==> src/rtl/cpu_ctrl_pkg.sv <==
// ============================================================================
// Module : cpu_ctrl_pkg
// Brief  : Shared types and encodings for the multicycle RISC-V control unit.
// Rev    : 1.0  initial release
// ============================================================================
`default_nettype none

package cpu_ctrl_pkg;

    typedef enum logic [3:0] {
        S_FETCH    = 4'd0,
        S_DECODE   = 4'd1,
        S_MEMADR   = 4'd2,
        S_MEMREAD  = 4'd3,
        S_MEMWB    = 4'd4,
        S_MEMWRITE = 4'd5,
        S_EXECUTER = 4'd6,
        S_ALUWB    = 4'd7,
        S_EXECUTEI = 4'd8,
        S_JAL      = 4'd9,
        S_BEQ      = 4'd10,
        S_HALT     = 4'd11
    } state_t;

    localparam logic [6:0] C_OP_LW    = 7'b0000011;
    localparam logic [6:0] C_OP_SW    = 7'b0100011;
    localparam logic [6:0] C_OP_RTYPE = 7'b0110011;
    localparam logic [6:0] C_OP_ITYPE = 7'b0010011;
    localparam logic [6:0] C_OP_BEQ   = 7'b1100011;
    localparam logic [6:0] C_OP_JAL   = 7'b1101111;

    localparam logic [2:0] C_ALU_ADD = 3'b000;
    localparam logic [2:0] C_ALU_SUB = 3'b001;
    localparam logic [2:0] C_ALU_AND = 3'b010;
    localparam logic [2:0] C_ALU_OR  = 3'b011;
    localparam logic [2:0] C_ALU_SLT = 3'b101;

    localparam logic [1:0] C_ALUOP_ADD   = 2'b00;
    localparam logic [1:0] C_ALUOP_SUB   = 2'b01;
    localparam logic [1:0] C_ALUOP_FUNCT = 2'b10;

    localparam logic [1:0] C_RES_ALUOUT    = 2'b00;
    localparam logic [1:0] C_RES_DATA      = 2'b01;
    localparam logic [1:0] C_RES_ALURESULT = 2'b10;

    localparam logic [1:0] C_SRCA_PC    = 2'b00;
    localparam logic [1:0] C_SRCA_OLDPC = 2'b01;
    localparam logic [1:0] C_SRCA_A     = 2'b10;

    localparam logic [1:0] C_SRCB_RD2  = 2'b00;
    localparam logic [1:0] C_SRCB_IMM  = 2'b01;
    localparam logic [1:0] C_SRCB_FOUR = 2'b10;

    localparam logic [1:0] C_IMM_I = 2'b00;
    localparam logic [1:0] C_IMM_S = 2'b01;
    localparam logic [1:0] C_IMM_B = 2'b10;
    localparam logic [1:0] C_IMM_J = 2'b11;

    // Immediate format depends on the opcode alone, independent of FSM state.
    function automatic logic [1:0] imm_src_of(input logic [6:0] op);
        case (op)
            C_OP_SW:  imm_src_of = C_IMM_S;
            C_OP_BEQ: imm_src_of = C_IMM_B;
            C_OP_JAL: imm_src_of = C_IMM_J;
            default:  imm_src_of = C_IMM_I;
        endcase
    endfunction

endpackage

`default_nettype wire

==> src/rtl/alu_decoder.sv <==
// ============================================================================
// Module : alu_decoder
// Brief  : Maps ALUOp plus funct fields to the 3-bit ALUControl code.
// Rev    : 1.0  initial release
// ============================================================================
`default_nettype none

module alu_decoder
    import cpu_ctrl_pkg::*;
(
    input  logic [1:0] alu_op,
    input  logic [2:0] funct3,
    input  logic       op5,
    input  logic       funct7b5,
    output logic [2:0] alu_control
);

    // Only R-type (op5=1) with funct7b5 set is a subtract; addi never is.
    logic w_is_sub;
    assign w_is_sub = op5 & funct7b5;

    always_comb begin
        alu_control = C_ALU_ADD;
        case (alu_op)
            C_ALUOP_ADD: alu_control = C_ALU_ADD;
            C_ALUOP_SUB: alu_control = C_ALU_SUB;
            C_ALUOP_FUNCT: begin
                case (funct3)
                    3'b000:  alu_control = w_is_sub ? C_ALU_SUB : C_ALU_ADD;
                    3'b010:  alu_control = C_ALU_SLT;
                    3'b110:  alu_control = C_ALU_OR;
                    3'b111:  alu_control = C_ALU_AND;
                    default: alu_control = C_ALU_ADD;
                endcase
            end
            default: alu_control = C_ALU_ADD;
        endcase
    end

endmodule

`default_nettype wire

==> src/rtl/multicycle_ctrl.sv <==
// ============================================================================
// Module : multicycle_ctrl
// Brief  : Moore FSM main control for the multicycle RISC-V datapath.
//          Optional macro CTRL_ILLEGAL_HALT_EN: illegal opcodes halt the core.
// Rev    : 1.0  initial release
// ============================================================================
`default_nettype none

module multicycle_ctrl
    import cpu_ctrl_pkg::*;
#(
    parameter state_t RESET_STATE = S_FETCH
) (
    input  logic       clk,
    input  logic       rst,
    input  logic [6:0] op,
    input  logic [2:0] funct3,
    input  logic       funct7b5,
    input  logic       zero,
    output logic       PCWrite,
    output logic       AdrSrc,
    output logic       MemWrite,
    output logic       IRWrite,
    output logic [1:0] ResultSrc,
    output logic [1:0] ALUSrcA,
    output logic [1:0] ALUSrcB,
    output logic [1:0] ImmSrc,
    output logic [2:0] ALUControl,
    output logic       RegWrite,
    output logic       illegal,
    output logic [3:0] state_dbg
);

    state_t     r_state;
    state_t     w_next;
    state_t     w_eff_state;
    logic       w_pc_update;
    logic       w_branch;
    logic       w_mem_write;
    logic       w_ir_write;
    logic       w_reg_write;
    logic [1:0] w_alu_op;

    always_ff @(posedge clk) begin
        if (rst) r_state <= RESET_STATE;
        else     r_state <= w_next;
    end

    always_comb begin
        w_next = S_FETCH;
        case (r_state)
            S_FETCH: w_next = S_DECODE;
            S_DECODE: begin
                case (op)
                    C_OP_LW, C_OP_SW: w_next = S_MEMADR;
                    C_OP_RTYPE:       w_next = S_EXECUTER;
                    C_OP_ITYPE:       w_next = S_EXECUTEI;
                    C_OP_BEQ:         w_next = S_BEQ;
                    C_OP_JAL:         w_next = S_JAL;
`ifdef CTRL_ILLEGAL_HALT_EN
                    default:          w_next = S_HALT;
`else
                    default:          w_next = S_FETCH;
`endif
                endcase
            end
            S_MEMADR:   w_next = (op == C_OP_LW) ? S_MEMREAD : S_MEMWRITE;
            S_MEMREAD:  w_next = S_MEMWB;
            S_MEMWB:    w_next = S_FETCH;
            S_MEMWRITE: w_next = S_FETCH;
            S_EXECUTER: w_next = S_ALUWB;
            S_EXECUTEI: w_next = S_ALUWB;
            S_JAL:      w_next = S_ALUWB;
            S_ALUWB:    w_next = S_FETCH;
            S_BEQ:      w_next = S_FETCH;
`ifdef CTRL_ILLEGAL_HALT_EN
            S_HALT:     w_next = S_HALT;
`endif
            default:    w_next = S_FETCH;
        endcase
    end

    // During reset the outputs decode the reset state so the datapath sees
    // stable FETCH selects; the write enables are masked separately below.
    assign w_eff_state = rst ? RESET_STATE : r_state;

    always_comb begin
        w_pc_update = 1'b0;
        w_branch    = 1'b0;
        w_mem_write = 1'b0;
        w_ir_write  = 1'b0;
        w_reg_write = 1'b0;
        w_alu_op    = C_ALUOP_ADD;
        AdrSrc      = 1'b0;
        ResultSrc   = C_RES_ALUOUT;
        ALUSrcA     = C_SRCA_PC;
        ALUSrcB     = C_SRCB_RD2;
        case (w_eff_state)
            S_FETCH: begin
                w_ir_write  = 1'b1;
                w_pc_update = 1'b1;
                ALUSrcA     = C_SRCA_PC;
                ALUSrcB     = C_SRCB_FOUR;
                ResultSrc   = C_RES_ALURESULT;
            end
            S_DECODE: begin
                ALUSrcA = C_SRCA_OLDPC;
                ALUSrcB = C_SRCB_IMM;
            end
            S_MEMADR: begin
                ALUSrcA = C_SRCA_A;
                ALUSrcB = C_SRCB_IMM;
            end
            S_MEMREAD: begin
                ResultSrc = C_RES_ALUOUT;
                AdrSrc    = 1'b1;
            end
            S_MEMWB: begin
                ResultSrc   = C_RES_DATA;
                w_reg_write = 1'b1;
            end
            S_MEMWRITE: begin
                ResultSrc   = C_RES_ALUOUT;
                AdrSrc      = 1'b1;
                w_mem_write = 1'b1;
            end
            S_EXECUTER: begin
                ALUSrcA  = C_SRCA_A;
                ALUSrcB  = C_SRCB_RD2;
                w_alu_op = C_ALUOP_FUNCT;
            end
            S_EXECUTEI: begin
                ALUSrcA  = C_SRCA_A;
                ALUSrcB  = C_SRCB_IMM;
                w_alu_op = C_ALUOP_FUNCT;
            end
            S_ALUWB: begin
                ResultSrc   = C_RES_ALUOUT;
                w_reg_write = 1'b1;
            end
            S_BEQ: begin
                ALUSrcA   = C_SRCA_A;
                ALUSrcB   = C_SRCB_RD2;
                w_alu_op  = C_ALUOP_SUB;
                ResultSrc = C_RES_ALUOUT;
                w_branch  = 1'b1;
            end
            S_JAL: begin
                ALUSrcA     = C_SRCA_OLDPC;
                ALUSrcB     = C_SRCB_FOUR;
                ResultSrc   = C_RES_ALUOUT;
                w_pc_update = 1'b1;
            end
            default: begin
                w_pc_update = 1'b0;
            end
        endcase
    end

    assign PCWrite   = ~rst & (w_pc_update | (w_branch & zero));
    assign MemWrite  = ~rst & w_mem_write;
    assign IRWrite   = ~rst & w_ir_write;
    assign RegWrite  = ~rst & w_reg_write;
    assign ImmSrc    = imm_src_of(op);
    assign state_dbg = w_eff_state;

`ifdef CTRL_ILLEGAL_HALT_EN
    assign illegal = ~rst & (r_state == S_HALT);
`else
    assign illegal = 1'b0;
`endif

    alu_decoder u_alu_decoder (
        .alu_op      (w_alu_op),
        .funct3      (funct3),
        .op5         (op[5]),
        .funct7b5    (funct7b5),
        .alu_control (ALUControl)
    );

endmodule

`default_nettype wire

==> config.mk <==
export PLATFORM = sky130hd
export DESIGN_NAME = multicycle_ctrl
export DESIGN_NICKNAME = d
export VERILOG_FILES = /design/src/rtl/cpu_ctrl_pkg.sv /design/src/rtl/alu_decoder.sv /design/src/rtl/multicycle_ctrl.sv
export SDC_FILE = /design/constraint.sdc
export NUM_CORES = 1
export LEC_CHECK = 0
export CAP_MARGIN = 15
export CORE_MARGIN = 2
export CORE_UTILIZATION = 38
export DETAILED_ROUTE_END_ITERATION = 12
export PLACE_DENSITY = 0.82
export SLEW_MARGIN = 5
export SYNTH_ARGS = -nofsm -noshare
export SYNTH_HDL_FRONTEND = slang
export SYNTH_HIERARCHICAL = 1
export SYNTH_SLANG_ARGS = --single-unit
==> constraint.sdc <==
create_clock -name clk -period 2.7 [get_ports clk]
set_input_delay 0.54 -clock clk [delete_from_list [all_inputs] [get_ports clk]]
set_output_delay 0.54 -clock clk [all_outputs]
set_load 0.01 [all_outputs]
After elaboration in Yosys (flattened, before gate mapping)
Index checks and enable logic that the tools add are counted.

operators by class
  mux-type cells = 18
  bitwise gates (word level) = 8
  reduce and logical (&&, ||, !) cells = 12
  equality and inequality tests = 27

operators by type and width
  kind                                           count
  one-hot mux 4 bit (5 select lines)             2
  == test 4 x 3 -> 1 bit, second input constant  5
  == test 4 bit, second input constant           5
  == test 4 x 2 -> 1 bit, second input constant  4
  one-hot mux 2 bit (2 select lines)             4
  == test 7 x 6 -> 1 bit, second input constant  2
  == test 7 bit, second input constant           2
  one-hot mux 3 bit (4 select lines)             1
  OR reduction 2 bit                             6
  == test 4 x 1 -> 1 bit, second input constant  2
  zero test 4 bit                                2
  == test 7 x 2 -> 1 bit, second input constant  1
  == test 7 x 5 -> 1 bit, second input constant  1
  2-to-1 mux 1 bit                               7
  bitwise AND 1 bit                              6
  == test 3 bit, second input constant           2
  one-hot mux 2 bit (3 select lines)             1
  one-hot mux 3 bit (2 select lines)             1
  OR reduction 3 bit                             2
  2-to-1 mux 4 bit                               1
  OR reduction 4 bit                             1
  == test 3 x 2 -> 1 bit, second input constant  1
  zero test 3 bit                                1
  2-to-1 mux 3 bit                               1
  4 further kinds                                4

storage, ports and cells
  flip-flop bits (word level) = 4
  input bits = 14
  output and inout port bits = 21
  word-level logic and storage cells = 66

Depth between registers and ports, before layout
Gate-level depths: netlist (run 1).

  depth in word-level cells = 6
  gate-level depth with buffers = 8
  depth with buffers taken out = 7

By module
The synthesis (run 1) kept the hierarchy.

modules (own cells, without submodules)
  module           times used  area each (µm²)  cells each  seq. area each (µm²)
  multicycle_ctrl  1           545.5            84          80.1
  alu_decoder      1           96.3             11          0.0

Least setup slack after synthesis (run 1)
OpenSTA, ideal clock, no wires.

  path type = input-to-output
  start point = input port rst
  end point = output port ALUControl[2]
  buffers on the path = 1
  cell stages on the path = 5
  setup slack = 0.227 ns
  arrival = 1.933 ns
  required time = 2.160 ns
  path through = clkbuf_1 nor4_1 inv_1 ha_1 nor4b_1

on the way
  longest elaborated chain between the ends = 6
  elaborated cells on any way between the ends = 9
  those cells by class = eq/ne: 5; mux: 3; reduce/logical: 1

RTL lines
  what                                                     RTL line               source
  start: declaration                                       multicycle_ctrl.sv:15  input logic rst,
  2-to-1 mux 4 bit (*)                                     multicycle_ctrl.sv:85  assign w_eff_state = rst ? RESET_STATE : r_state;
  == test 4 bit or == test 4 x 3 -> 1 bit (tied branches)  multicycle_ctrl.sv:98  case (w_eff_state)
  OR reduction 2 bit (no source line)                      --
  one-hot mux 2 bit (2 select lines) (*)                   multicycle_ctrl.sv:98
  via w_alu_op[0]                                          multicycle_ctrl.sv:42  logic [1:0] w_alu_op;
  == test 2 bit or == test 2 x 1 -> 1 bit (tied branches)  alu_decoder.sv:24      case (alu_op)
  one-hot mux 3 bit (2 select lines) (*)                   alu_decoder.sv:24
  end: declaration                                         multicycle_ctrl.sv:28  output logic [2:0] ALUControl,

Mark *: on every way through the listed nets, which the timed path passes. The rest lies on a longest branch.

Worst setup path after layout (run 1)
  start point = input port rst
  end point = output port ALUControl[1]

The elaborated chain is that of the path after synthesis.

==> results.ini, run 1 <==
[outcome]
status=complete, no violations

[placement]
place_ws_ps=-553
dp_cells=157
gp_congestion=0.815
port_buffers=33
dp_hpwl_mm=1.51

[drt]
route.detailed.drc=0
drt-wirelength-per-cell_um=12.1
drt_pass1_iterations=5
drtAntennaViolNets=0
met2_length_mm=1.02
vias=836
via_per_inst=5.23
drt_iter0_drc=9
wl_met3_um=95
wl_met1_um=820
finalWirelength_mm=1.94
highest_layer=met3

[critical_path]
rrSetupSlack_ps=1320
crit_path_end_kind=output port
path_cells=dlygate4sd2_1 > nor4_4 > inv_1 > ha_2 > and4b_2 > clkdlybuf4s15_1
setup.worst_path.class=input pin to output port
worstPathRequired_ps=2160
worst_path_max_delay_cell=ha_2
critPathMaxStageDelay_ps=360
critical_path.max_fanout=3
startpoint_type=input pin
arrival_ps=2040

[clocking]
htree_levels=1
worstSkewPairLatency_ps=230
cts_buffers=3
clock_path_buffers=2
clock_sinks=4
clk_pin_slew_ps=40
tritoncts=yes
root_buffer=clkbuf_4
postCtsSetupBuffers=0
postCtsHoldBufs=0

[floorplanning]
die_w_um=45.1
fp.coreArea_um2=1540
start_util=0.416
rows=14
fp.dieArea_um2=2030
die_y_um=45.1
ios=35

[synthesis]
synth_area_leaders=dfxtp_1 (12%), nand2_1 (8.2%), nor2_1 (5.8%)
ys_warn_count=6
synthTopCellsByCount=nand2_1 (14), nor2_1 (10), inv_1 (8)
syn-num-nets=111
ys_seq_area_frac=0.125
synth_area_per_cell_um2=6.76
yosys.area.top_type_share=0.125
synth_ff_type=dfxtp_1
syn-cell-area_um2=642
async_reset_ff_frac=0
synthCells=95
ys_types=38
synth_edf_count=0
synth_most_common_cell=nand2_1
yosys.area.top_type=dfxtp_1
ys_ff_latch=4

[global_route]
grt_pass1_vias=781
antenna_found_initial=0
grt_max_degree=17
grt_first_pass_wirelength_mm=3.31
gr-usage-all-layers=0.215
overflow=0

[timing]
finalSetupTns_ps=0
fmax_mhz=388
final_max_slew_viol_count=0
finalCritPeriodShare=0.955
setup_slack_ps=121
rsz0062_at_grt=no
min_period_ps=2580
finalSetupViolations=0
finalHoldViolations=0
clock_skew_ps=5.21

[power_and_ir_drop]
leakage_nw=0.493
power-per-cell-area_nw_per_um2=193
peakVddDrop_v=0.000126

[cells_and_area]
nNetsFinal=162
largest_reg_flops=4
postLayoutCoreUtil=0.756
top_regs=r_state: 4 flops
regMostFlops=r_state
final_layout_size_suffix_gt1_frac=0.285
fin_cells=160
nFillCells=124
area_growth_syn_to_layout_pct=81.7
n_antenna_cell=0

[flow_run]
drv_cap=0

[min_path]
hp-class=register to register

cell families (layout without fill, tap and decap cells):
| logic type | after synthesis | in the layout | share of synthesized area |
|---|---|---|---|
| flops | 4 | 4 | 0.125 |
| xor+xnor | 2 | 2 | 0.0273 |
| other cells | 1 | 1 | 0.00584 |
| buf+inv | 15 | 64 | 0.109 |
| compound gates | 18 | 18 | 0.236 |
| fa+ha+maj | 3 | 3 | 0.0546 |
| simple gates | 52 | 52 | 0.442 |
per-layer routing:
| metal | vias up | track usage |
|---|---|---|
| met3 | 0 | 0.0240 |
| li1 | 432 | - |
| met2 | 33 | 0.394 |
| met5 | - | 0 |
| met4 | 0 | 0.0529 |
| met1 | 371 | 0.264 |
worst max-delay path, delay by kind of cell:
| family | cells | cell delay [ps] |
|---|---|---|
| adder cells (fa/ha/maj) | 1 | 360 |
| AND/OR/NAND/NOR | 2 | 530 |
| buffers and inverters | 3 | 610 |
final cells by class:
class	count	area (um2)	share of cell area
multi-input combinational	76	531	0.455
timing repair buffer	53	483	0.414
sequential	4	80.1	0.0687
inverter	8	30.0	0.0258
clock buffer	3	22.5	0.0193
tap	16	20.0	0.0172
layout by cell type, fill, tap and decap left out, types with 3 or more instances in the layout:
cell             Yosys  layout
dfxtp_1              4       4
nand3_1              3       3
clkdlybuf4s50_1      0      26
clkbuf_4             0       3
buf_4                1      20
a2111oi_0            3       3
dlymetal6s2s_1       0       3
a31oi_1              3       3
nand2b_1             4       4
nor2b_1              5       4
nand2_1             14      14
nor2_1              10       9
inv_1                8       8
power by group:
group	switching, mW	total (mW)	internal (mW)
registers	0.00104	0.0620	0.0610
logic	0.0390	0.0918	0.0528
clock network	0.0220	0.0715	0.0495
worst paths after layout:
kind / from / end / cells after the start
hold reg to reg: r_state[1]$_SDFF_PP0_ / r_state[3]$_SDFF_PP0_ / 2
setup / recovery: rst / ALUControl[1] / 6
hold / removal: r_state[1]$_SDFF_PP0_ / r_state[3]$_SDFF_PP0_ / 2
setup reg to reg: r_state[3]$_SDFF_PP0_ / r_state[3]$_SDFF_PP0_ / 5
timing repair:
action | 4_1_cts | 5_1_grt
setup endpoints to repair | 5 | 6
pin swaps | 1 | 1
gates resized for setup | 11 | 10
metrics by stage:
step                power, mW  hold slack (ps)  area (um2)
global route            0.243              684        1170
floorplan               0.102              568         642
detailed placement      0.154              631        1100
global placement        0.151              612        1100
finish                  0.225              650        1170
CTS                     0.227              648        1140
No activity file was read; power rests on OpenSTA's default activity.
==> run 2, diff against run 1 <==
--- a/config.mk
+++ b/config.mk
@@ -10,8 +10,9 @@
 export CORE_UTILIZATION = 38
 export DETAILED_ROUTE_END_ITERATION = 12
 export PLACE_DENSITY = 0.82
-export SLEW_MARGIN = 5
+export SLEW_MARGIN = 10
 export SYNTH_ARGS = -nofsm -noshare
 export SYNTH_HDL_FRONTEND = slang
 export SYNTH_HIERARCHICAL = 1
 export SYNTH_SLANG_ARGS = --single-unit
+export TNS_END_PERCENT = 1
==> run 2 against run 1 <==
Worst hold slack better by 13 ps. Clock skew up 1.1 ps. Worst setup slack worse by 95 ps. Die area unchanged. Register-to-register slack hardly changed. Sequential share of layout area up 0.082 points. Via count is 0.84% lower. Cell area fell by 1.2%.
==> results.ini, run 2 (same netlist as run 1, synthesis figures left out) <==
[floorplanning]
fp.coreArea_um2=1540
fp.dieArea_um2=2030
rows=14
ios=35
die_w_um=45.1
die_y_um=45.1
start_util=0.416

[min_path]
hold-path-cell-count=2
hold_end=r_state[3]$_SDFF_PP0_
hp-class=register to register
hp-start=r_state[1]$_SDFF_PP0_

[timing]
finalCritPeriodShare=0.990
finalHoldViolations=0
clock_skew_ps=6.34
whs_ps=663
finalSetupTns_ps=0
min_period_ps=2670
rsz0062_at_grt=yes
fmax_mhz=374
finalSetupViolations=0
final_max_slew_viol_count=0

[clocking]
htree_levels=1
clock_path_buffers=2
clk_pin_slew_ps=40
root_buffer=clkbuf_4
cts_buffers=3
tritoncts=yes
postCtsHoldBufs=0
postCtsSetupBuffers=0
worstSkewPairLatency_ps=230
clock_sinks=4

[critical_path]
setup.worst_path.class=input pin to output port
reg2reg_depth=5
arrival_ps=2130
critical_path.max_fanout=3
r2r-start=r_state[3]$_SDFF_PP0_
worstPathRequired_ps=2160
rr_endpoint=r_state[3]$_SDFF_PP0_
cp-startpoint=rst
rrSetupSlack_ps=1330
crit_path_end_kind=output port
startpoint_type=input pin

[drt]
drtAntennaViolNets=0
drt_iter0_drc=14
drt-wirelength-per-cell_um=12.0
route.detailed.drc=0
via_per_inst=5.18
vias=829
finalWirelength_mm=1.92
drt_pass1_iterations=5

[placement]
gp_congestion=0.815
port_buffers=33
dp_cells=157
dp_hpwl_mm=1.51
placed_area_um2=1100

[cells_and_area]
nFillCells=125
largest_reg_flops=4
regMostFlops=r_state
n_antenna_cell=0
nNetsFinal=162
top_regs=r_state: 4 flops
multi_input_area_um2=514
fin_cells=160
layout_commonest_cell=clkdlybuf4s50_1
final_cell_mix=clkdlybuf4s50_1 (26), buf_4 (20), nand2_1 (14), nor2_1 (10), inv_1 (8)
ff_latch_area_um2=80.1
area_growth_syn_to_layout_pct=79.5
final_layout_size_suffix_gt1_frac=0.257
fin_area_um2=1150

[flow_run]
drv_cap=0

[power_and_ir_drop]
clock_power_share=0.320
pwr-share-seq=0.274
total_power_mw=0.226
leakage_nw=0.500
power-per-cell-area_nw_per_um2=196
switchingPower_mw=0.0625
switching_share=0.277
p_comb_frac=0.405
peakVddDrop_v=0.000126
intPower_mw=0.163

[global_route]
overflow=0
grt_first_pass_wirelength_mm=3.31
grt_pass1_vias=781
antenna_found_initial=0
grt_max_degree=17
gr-usage-all-layers=0.215

[outcome]
status=complete, no violations

run 2: power by group through the flow:
stage / Sequential [mW] / Combinational (mW) / Clock (mW)
2_1_floorplan: 0.0631 / 0.0387 / 0
3_3_place_gp: 0.0625 / 0.0886 / 0
3_5_place_dp: 0.0627 / 0.0908 / 0
4_1_cts: 0.0619 / 0.0921 / 0.0730
5_1_grt: 0.0620 / 0.0994 / 0.0812
6_report: 0.0619 / 0.0915 / 0.0723
run 2: repair_timing:
item | in CTS | in global routing
gates resized for setup | 11 | 3
pin swaps | 1 | 0
setup endpoints to repair | 5 | 6
run 2: per-stage QoR:
| stage | util | worst slack, ps |
|---|---|---|
| floorplan | - | 227 |
| global placement | 0.715 | -465 |
| detailed placement | 0.715 | -553 |
| CTS | 0.743 | 26.0 |
| global route | 0.748 | -79.2 |
| finish | 0.748 | 25.9 |
run 2: worst max-delay path by stage:
stage | to | slack, ps | depth (start not counted)
final | ALUControl[1] | 30 | 6
after global routing | ALUControl[0] | -80 | 8
after floorplan | ALUControl[2] | 230 | 5
after CTS | ALUControl[1] | 30 | 6
after detailed placement | ALUControl[2] | -550 | 6
after global placement | ALUControl[2] | -470 | 6
run 2: layout make-up:
| type | count | share of cell area |
|---|---|---|
| Multi-Input combinational cell | 76 | 0.446 |
| Clock buffer | 3 | 0.0195 |
| Tap cell | 16 | 0.0174 |
| Timing Repair Buffer | 53 | 0.421 |
| Sequential cell | 4 | 0.0695 |
| Inverter | 8 | 0.0261 |
run 2: per-layer routing:
| metal | track usage | vias to the layer above | wire (um) |
|---|---|---|---|
| met1 | 0.264 | 367 | 837 |
| met5 | 0 | - | 0 |
| met3 | 0.0240 | 0 | 89 |
| met4 | 0.0529 | 0 | 0 |
| li1 | - | 433 | - |
| met2 | 0.394 | 29 | 991 |
run 2: critical path, cell delays in order:
cell	delay, ps
dlygate4sd2_1	280
nor4_2	340
inv_1	80
ha_1	350
and4b_2	270
dlygate4sd2_1	270
